**config.mk**
```make
export PLATFORM = sky130hd
export DESIGN_NAME = nes_pad_responder
export DESIGN_NICKNAME = d
export VERILOG_FILES = /design/src/rtl/nes_pad_responder.sv
export SDC_FILE = /design/constraint.sdc
export NUM_CORES = 1
export LEC_CHECK = 0
export ABC_AREA = 1
export BUFFER_PORTS_ARGS = -buffer_cell sky130_fd_sc_hd__buf_2
export CAP_MARGIN = 20
export CORE_UTILIZATION = 59
export CTS_CLUSTER_SIZE = 12
export DETAILED_ROUTE_END_ITERATION = 7
export GPL_ROUTABILITY_DRIVEN = 0
export GPL_TIMING_DRIVEN = 0
export PLACE_DENSITY = 0.85
export SYNTH_ARGS = -nofsm -noshare
export SYNTH_HDL_FRONTEND = slang
export SYNTH_SLANG_ARGS = --single-unit
```
**constraint.sdc**
```tcl
create_clock -name clk -period 2.6 [get_ports clk]
set_clock_uncertainty 0.1 [all_clocks]
set_input_delay 0.52 -clock clk [delete_from_list [all_inputs] [get_ports clk]]
set_output_delay 0.52 -clock clk [all_outputs]
set_load 0.05 [all_outputs]
```
**src/rtl/nes_pad_responder.sv**
```systemverilog
// NES controller responder: answers console latch/pulse strobes with active-low serial button data.
// Latency: data updates one clk after each synchronized edge (SYNC_STAGES+1 clk from the pin).
// Backpressure: none; the console drives timing and protocol violations are flagged and dropped.
module nes_pad_responder #(
    parameter int SYNC_STAGES   = 2,
    parameter int MIN_LATCH_CYC = 240,
    parameter int TIMEOUT_CYC   = 4000
) (
    input  logic        clk,
    input  logic        reset,
    input  logic        latch,
    input  logic        pulse,
    input  logic [7:0]  buttons,
    output logic        data,
    output logic        frame_done,
    output logic        proto_err,
    output logic [15:0] frame_count,
    output logic        busy
);

    localparam int QW = $clog2(MIN_LATCH_CYC + 1);
    localparam int TW = $clog2(TIMEOUT_CYC + 1);

    typedef enum logic [2:0] {IDLE, QUAL, LOAD, SHIFT, DONE} state_t;

    state_t                 state, state_nxt;
    logic [SYNC_STAGES-1:0] latch_sync, pulse_sync;
    logic                   latch_d, pulse_d;
    logic [QW-1:0]          qcnt, qcnt_nxt;
    logic [TW-1:0]          tcnt, tcnt_nxt;
    logic [2:0]             bit_idx, bit_idx_nxt;
    logic [7:0]             shreg, shreg_nxt;
    logic                   data_nxt, frame_done_nxt, proto_err_nxt;
    logic [15:0]            frame_count_nxt;

    logic latch_s, pulse_s, latch_rise, latch_fall, pulse_rise;

    assign latch_s    = latch_sync[SYNC_STAGES-1];
    assign pulse_s    = pulse_sync[SYNC_STAGES-1];
    assign latch_rise = latch_s & ~latch_d;
    assign latch_fall = ~latch_s & latch_d;
    assign pulse_rise = pulse_s & ~pulse_d;
    assign busy       = (state == QUAL) || (state == LOAD) || (state == SHIFT);

    always_ff @(posedge clk or negedge reset) begin
        if (!reset) begin
            latch_sync  <= '0;
            pulse_sync  <= '0;
            latch_d     <= 1'b0;
            pulse_d     <= 1'b0;
            state       <= IDLE;
            qcnt        <= '0;
            tcnt        <= '0;
            bit_idx     <= '0;
            shreg       <= '0;
            data        <= 1'b1;
            frame_done  <= 1'b0;
            proto_err   <= 1'b0;
            frame_count <= '0;
        end else begin
            latch_sync  <= {latch_sync[SYNC_STAGES-2:0], latch};
            pulse_sync  <= {pulse_sync[SYNC_STAGES-2:0], pulse};
            latch_d     <= latch_s;
            pulse_d     <= pulse_s;
            state       <= state_nxt;
            qcnt        <= qcnt_nxt;
            tcnt        <= tcnt_nxt;
            bit_idx     <= bit_idx_nxt;
            shreg       <= shreg_nxt;
            data        <= data_nxt;
            frame_done  <= frame_done_nxt;
            proto_err   <= proto_err_nxt;
            frame_count <= frame_count_nxt;
        end
    end

    always_comb begin
        state_nxt       = state;
        qcnt_nxt        = qcnt;
        tcnt_nxt        = tcnt;
        bit_idx_nxt     = bit_idx;
        shreg_nxt       = shreg;
        data_nxt        = data;
        frame_done_nxt  = 1'b0;
        proto_err_nxt   = 1'b0;
        frame_count_nxt = frame_count;
        case (state)
            IDLE: begin
                data_nxt = 1'b1;
                if (latch_rise) begin
                    state_nxt = QUAL;
                    qcnt_nxt  = '0;
                end else if (pulse_rise) begin
                    proto_err_nxt = 1'b1;
                end
            end
            QUAL: begin
                data_nxt = 1'b1;
                if (!latch_s) begin
                    state_nxt     = IDLE;
                    proto_err_nxt = 1'b1;
                end else begin
                    proto_err_nxt = pulse_rise;
                    if (qcnt == QW'(MIN_LATCH_CYC - 1)) begin
                        // Load on entry so an immediate latch fall still sees fresh buttons
                        state_nxt = LOAD;
                        shreg_nxt = buttons;
                        data_nxt  = ~buttons[0];
                    end else begin
                        qcnt_nxt = qcnt + 1'b1;
                    end
                end
            end
            LOAD: begin
                if (latch_fall) begin
                    state_nxt   = SHIFT;
                    bit_idx_nxt = '0;
                    tcnt_nxt    = '0;
                    data_nxt    = ~shreg[0];
                end else begin
                    shreg_nxt = buttons;
                    data_nxt  = ~buttons[0];
                end
            end
            SHIFT: begin
                if (latch_rise) begin
                    state_nxt     = QUAL;
                    qcnt_nxt      = '0;
                    data_nxt      = 1'b1;
                    proto_err_nxt = 1'b1;
                end else if (pulse_rise) begin
                    tcnt_nxt = '0;
                    if (bit_idx == 3'd7) begin
                        state_nxt       = DONE;
                        data_nxt        = 1'b1;
                        frame_done_nxt  = 1'b1;
                        frame_count_nxt = frame_count + 16'd1;
                    end else begin
                        shreg_nxt   = {1'b0, shreg[7:1]};
                        bit_idx_nxt = bit_idx + 3'd1;
                        data_nxt    = ~shreg[1];
                    end
                end else if (tcnt == TW'(TIMEOUT_CYC - 1)) begin
                    state_nxt     = IDLE;
                    data_nxt      = 1'b1;
                    proto_err_nxt = 1'b1;
                end else begin
                    tcnt_nxt = tcnt + 1'b1;
                end
            end
            DONE: begin
                data_nxt = 1'b1;
                if (latch_rise) begin
                    state_nxt = QUAL;
                    qcnt_nxt  = '0;
                end
            end
            default: begin
                state_nxt = IDLE;
                data_nxt  = 1'b1;
            end
        endcase
    end

endmodule

```
# Word-level counts from Yosys, hierarchy flattened
# Cells that the tools add are included.
[word_totals] reg_bits=59 latch_bits=0 ramBits=0 rom_bits=0 input_bits=12 output_inout_bits=20 wordCells=111 mem_count=0
[op_classes] add_sub_neg=4 mul=0 n_div=0 order_cmp=0 eq_ne=21 shift=0 n_mux=49 bitwise_logic=10 reduce_logical=14
[ops] operator="2-to-1 mux 8 bit" n=9
[ops] operator="2-to-1 mux 12 bit" n=4
[ops] operator="2-to-1 mux 3 bit" n=12
[ops] operator="case mux 12 bit (2 select lines)" n=1
[ops] operator="case mux 8 bit (3 select lines)" n=1
[ops] operator="2-to-1 mux 1 bit" n=17
[ops] operator="adder 16 x 1 -> 16 bit, second input constant" n=1
[ops] operator="case mux 8 bit (2 select lines)" n=1
[ops] operator="!= test 2 bit, second input constant" n=7
[ops] operator="adder 12 x 1 -> 12 bit, second input constant" n=1
[ops] operator="== test 12 bit, second input constant" n=1
[ops] operator="case mux 3 bit (4 select lines)" n=1
[ops] operator="AND reduction 4 bit" n=3
[ops] operator="AND reduction 5 bit" n=2
[ops] operator="adder 8 x 1 -> 8 bit, second input constant" n=1
[ops] operator="== test 8 bit, second input constant" n=1
[ops] operator="!= test 4 x 3 -> 1 bit, second input constant" n=2
[ops] operator="inverter 1 bit" n=7
[ops] operator="AND reduction 7 bit" n=1
[ops] operator="== test 3 x 2 -> 1 bit, second input constant" n=2
[ops] operator="== test 3 bit, second input constant" n=2
[ops] operator="!= test 2 x 1 -> 1 bit, second input constant" n=3
[ops] operator="case mux 1 bit (3 select lines)" n=2
[ops] operator="case mux 3 bit (2 select lines)" n=1
[ops] operator="other kinds (11)" n=15

# Depth between registers and ports, before layout
[depth] ltp_word=5 mapped_depth=10 depth_no_buf=10

# Worst setup path after synthesis
# No wires, ideal clock.
[synth_timing] path_kind="reg-to-reg" startpoint="reg state[1]" endpoint="reg shreg[7]" setup_time_ns=0.117 t_arrival_ns=1.816 required_time_ns=2.383 setup_slack_ns=0.568 path_stages_with_launch=7 synth_period_minus_slack_ns=2.032 path_cell_list="dfrtp_1 nor2_1 nor2_1 a21boi_4 nand2_4 nand2_1 nand2_1"
[synth_between] elab_chain_len=3 elab_cells_between_ends=12
[synth_lines] item="start: declaration" line_no="26" rtl="state_t state, state_nxt;"
[synth_lines] item="start signal: assignment" line_no="65" rtl="state <= state_nxt;"
[synth_lines] item="== test 3 x 2 -> 1 bit or == test 3 x 1 -> 1 bit (tied branches)" line_no="87" rtl="case (state)"
[synth_lines] item="!= test 2 bit (no line) (tied with other cells)"
[synth_lines] item="AND reduction 7 bit (no line)"
[synth_lines] item="end signal: assignment" line_no="69" rtl="shreg <= shreg_nxt;"
[synth_lines] item="end: declaration" line_no="32" rtl="logic [7:0] shreg, shreg_nxt;"
# Several ways; a longest one is shown, not always the timed one.
# A chain may end at the register's enable or synchronous reset.

# Final worst setup path
[layout_timing] startpoint="reg bit_idx[0]" endpoint="reg shreg[7]"
[layout_between] elab_chain_len=3
[layout_lines] item="start: declaration" line_no="31" rtl="logic [2:0] bit_idx, bit_idx_nxt;"
[layout_lines] item="start signal: assignment" line_no="68" rtl="bit_idx <= bit_idx_nxt;"
[layout_lines] item="== test 3 bit" line_no="133" rtl="if (bit_idx == 3'd7) begin"
[layout_lines] item="!= test 2 bit (no line)"
[layout_lines] item="AND reduction 7 bit (no line)"
# No other way between the ends.

==> qor.txt <==
===============================================================================================
Mean routed wirelength per cell                                                         13.0 um
DIE HEIGHT                                                                              76.9 um
Violation count after the first detailed-routing iteration                                  244
Sw power                                                                                1.12 mW
# Post-CTS Setup Buffers                                                                      0
Num CTS Buffers                                                                               9
Reported max-cap violation count                                                              0
CTS tree                                                                                   done
Pin count of the biggest net entering global routing                                         31
Initial Util                                                                              62.8%
Die width                                                                               76.9 um
Result of the run                                                                  finished, final reports clean
Number of placement rows                                                                     26
Root buffer cell                                                                   sky130_fd_sc_hd__clkbuf_8
Number of diodes                                                                              0
Setup violators final                                                                         0
Power share of the sequential group                                                       39.2%
Final worst hold slack                                                                 0.127 ns
Count of endpoints failing hold in the final timing report                                    0
Worst R2R Setup Slack                                                                   0.44 ns
Cell count of the worst reg-to-reg path                                                       8
GRT Total Usage                                                                           27.0%
Post-synth design cell area                                                         0.00331 mm2
Net Sw Frac                                                                               37.4%
Startpoint class of the critical path                                                  register
Die Area                                                                            0.00592 mm2
Global-route wire length before repair                                                12,600 um
Mean Syn Cell Area                                                                     7.34 um2
Critical path peak fanout                                                                     9
Endpoint of the worst register-to-register path                                        shreg[7]
Final min period                                                                        2.16 ns
Total leakage power                                                                     1.97 nW
Antenna violations before repair                                                              0
Count of cell types in the netlist                                                           30
Crit Path Category                                                                 register to register
Portion of the clock cycle consumed by the worst path in the final layout                 83.1%
Post-placement cell count                                                                   553
Commonest cells after routing, fill and taps aside                                 sky130_fd_sc_hd__nand2_1, sky130_fd_sc_hd__dfrtp_1, sky130_fd_sc_hd__inv_1
CORE AREA                                                                           0.00527 mm2
Count of buffers inserted at the top-level ports                                             31
Reg-to-reg startpoint                                                                bit_idx[0]
Area added between synthesis and finish                                                   14.0%
Sequential cell area fraction in the yosys report                                         44.6%
YS warnings                                                                                   0
Routed wire length                                                                      7360 um
Timing startpoint of the critical path                                               bit_idx[0]
Antenna viol nets, final                                                                      0
Maximum vdd drop                                                                       0.465 mV
Data arrival at the endpoint of the critical path                                       2.28 ns
Unrepaired setup endpoints after global routing                                              no
Path type of the worst min-delay path                                              input pin to async pin
Setup slack after placement                                                            0.498 ns
Data required time at the worst endpoint                                                2.72 ns
Number of top-level pins                                                                     32
Number of cells produced by synthesis                                                       451
Synthesized Nets                                                                            468
Final instance count without filler cells                                                   567
CTS H-Tree Depth                                                                              3
CTS sink count                                                                               59
First-pass detailed-route iteration total                                                     7
Fraction of layout cells with a size suffix above 1                                       14.3%
Gr ovfl total                                                                                 0
Number of register bits inferred by synthesis                                                59
Number of buffers added to fix hold violations after cts                                      0
Power per Cell Area                                                                  794 mW/mm2
Portion of total power attributed to the clock network                                    28.6%
Worst slew margin relative to its limit                                                   53.9%
Post_cts resized                                                                              0
Slew Limit Fails                                                                              0
Filler cells                                                                                444
Clock input transition at the sequential cells of the worst setup and hold paths        0.06 ns
Hpwl dp                                                                                 5230 um
Vias in the first global route                                                            2,857
Number of remaining DRC errors                                                                0
CTS max path bufs                                                                             2
Skew-Pair Late Insertion Delay                                                          0.34 ns
Total negative slack for setup checks                                                      0 ns
Combinational cell fraction of total power                                                32.1%
Via count normalized by instance count                                                     5.35
Termination of the worst setup path                                                    shreg[7]
Maximum frequency from static timing analysis                                         0.463 GHz
Total vias in the final route                                                             3,033
Pint                                                                                    1.88 mW
Worst Tran Pin Value                                                                   0.691 ns
Critical path capture point type                                                       register
Leading cell type in the layout, fill and taps excluded                            sky130_fd_sc_hd__nand2_1
Layout Nets                                                                                 511
Fin worst setup slack                                                                  0.438 ns
===============================================================================================
-- flip-flops by register name (all words and copies together) (netlist names) --
name / flops
state: 3
pulse_sync: 2
shreg: 8
qcnt: 8
pulse_d: 1
latch_sync: 2
proto_err: 1
frame_done: 1
bit_idx: 3
tcnt: 12
latch_d: 1
frame_count: 16
data: 1
-- worst max-delay path: stages, from the launching register on --
cell and delay (ns):
sky130_fd_sc_hd__dfrtp_1 0.39, sky130_fd_sc_hd__ha_1 0.21, sky130_fd_sc_hd__ha_1 0.26, sky130_fd_sc_hd__o21ai_0 0.26
sky130_fd_sc_hd__o21ai_0 0.16, sky130_fd_sc_hd__nor2_2 0.38, sky130_fd_sc_hd__nand2_4 0.14, sky130_fd_sc_hd__nand2_1 0.09
sky130_fd_sc_hd__nand2_1 0.06
-- power by group through the flow --
stage	Sequential (mW)	Clock, mW	Combinational, mW
3_5_place_dp	1.19	0	0.953
6_report	1.18	0.858	0.963
5_1_grt	1.19	0.898	1.06
3_3_place_gp	1.18	0	0.920
2_1_floorplan	1.21	0	0.684
4_1_cts	1.17	0.862	0.961
-- worst min path at each step --
stage,depth (start not counted),slack [ns],endpoint,startpoint
floorplan,0,0.12,bit_idx[0],reset
global placement,0,0.23,latch_sync[1],latch_sync[0]
detailed placement,0,0.24,pulse_sync[1],pulse_sync[0]
CTS,1,0.15,qcnt[5],reset
global route,1,0.18,latch_sync[0],latch
finish,1,0.13,tcnt[10],reset
-- final cells by class --
cell class | count | area (um2) | share of cell area, %
multi-input cells | 337 | 1610 | 42.6
inverters | 49 | 184 | 4.87
clock buffers | 12 | 165 | 4.38
repair buffers | 32 | 175 | 4.64
flip-flops and latches | 59 | 1480 | 39.1
well taps | 70 | 87.6 | 2.32
plain buffers | 6 | 41.3 | 1.09
clock inverters | 2 | 35.0 | 0.928
-- layer usage --
layer / global-route usage (%) / vias up / wire [um]
li1: - / 1515 / -
met1: 35.8 / 1426 / 3400
met2: 44.3 / 84 / 3530
met3: 5.36 / 8 / 353
met4: 8.85 / 0 / 79
met5: 0 / - / 0
-- cells in the mapped netlist --
library cell / number / area (um2)
sky130_fd_sc_hd__a21boi_4: 1 / 18.8
sky130_fd_sc_hd__buf_2: 3 / 15.0
sky130_fd_sc_hd__buf_6: 2 / 22.5
sky130_fd_sc_hd__clkbuf_1: 1 / 3.75
sky130_fd_sc_hd__dfrtp_1: 58 / 1450
sky130_fd_sc_hd__dfstp_2: 1 / 26.3
sky130_fd_sc_hd__ha_1: 5 / 62.6
sky130_fd_sc_hd__inv_1: 45 / 169
sky130_fd_sc_hd__inv_2: 4 / 15.0
sky130_fd_sc_hd__nand2_1: 174 / 653
sky130_fd_sc_hd__nand2_2: 3 / 18.8
sky130_fd_sc_hd__nand2_4: 1 / 11.3
sky130_fd_sc_hd__nand3_1: 41 / 205
sky130_fd_sc_hd__nand3_2: 1 / 10.0
sky130_fd_sc_hd__nand3_4: 1 / 17.5
sky130_fd_sc_hd__nand3b_1: 4 / 30.0
sky130_fd_sc_hd__nand3b_2: 1 / 11.3
sky130_fd_sc_hd__nand4_1: 12 / 75.1
sky130_fd_sc_hd__nor2_1: 37 / 139
sky130_fd_sc_hd__nor2_2: 2 / 12.5
sky130_fd_sc_hd__nor2_4: 3 / 33.8
sky130_fd_sc_hd__nor3_1: 8 / 40.0
sky130_fd_sc_hd__o2111ai_1: 1 / 8.76
sky130_fd_sc_hd__o21ai_0: 18 / 90.1
sky130_fd_sc_hd__o21ai_1: 8 / 40.0
sky130_fd_sc_hd__o21bai_1: 1 / 7.51
sky130_fd_sc_hd__or2_1: 1 / 6.26
sky130_fd_sc_hd__or2_2: 2 / 12.5
sky130_fd_sc_hd__xnor2_1: 4 / 35.0
sky130_fd_sc_hd__xor2_1: 8 / 70.1
-- through the flow --
step                cell area, um2  power (mW)  utilization, %
floorplan                     3310        1.90               -
CTS                           3770        3.00            71.6
finish                        3770        3.00            71.6
global route                  3770        3.15            71.6
global placement              3550        2.10            67.5
detailed placement            3570        2.14            67.8
-- kinds of logic after synthesis --
group | after synthesis | synth area share (%)
compound gates | 29 | 4.99
xor+xnor | 12 | 3.17
fa+ha+maj | 5 | 1.89
buf+inv | 55 | 6.80
flops | 59 | 44.6
simple gates | 291 | 38.5
No activity file was read; power rests on OpenSTA's default activity.
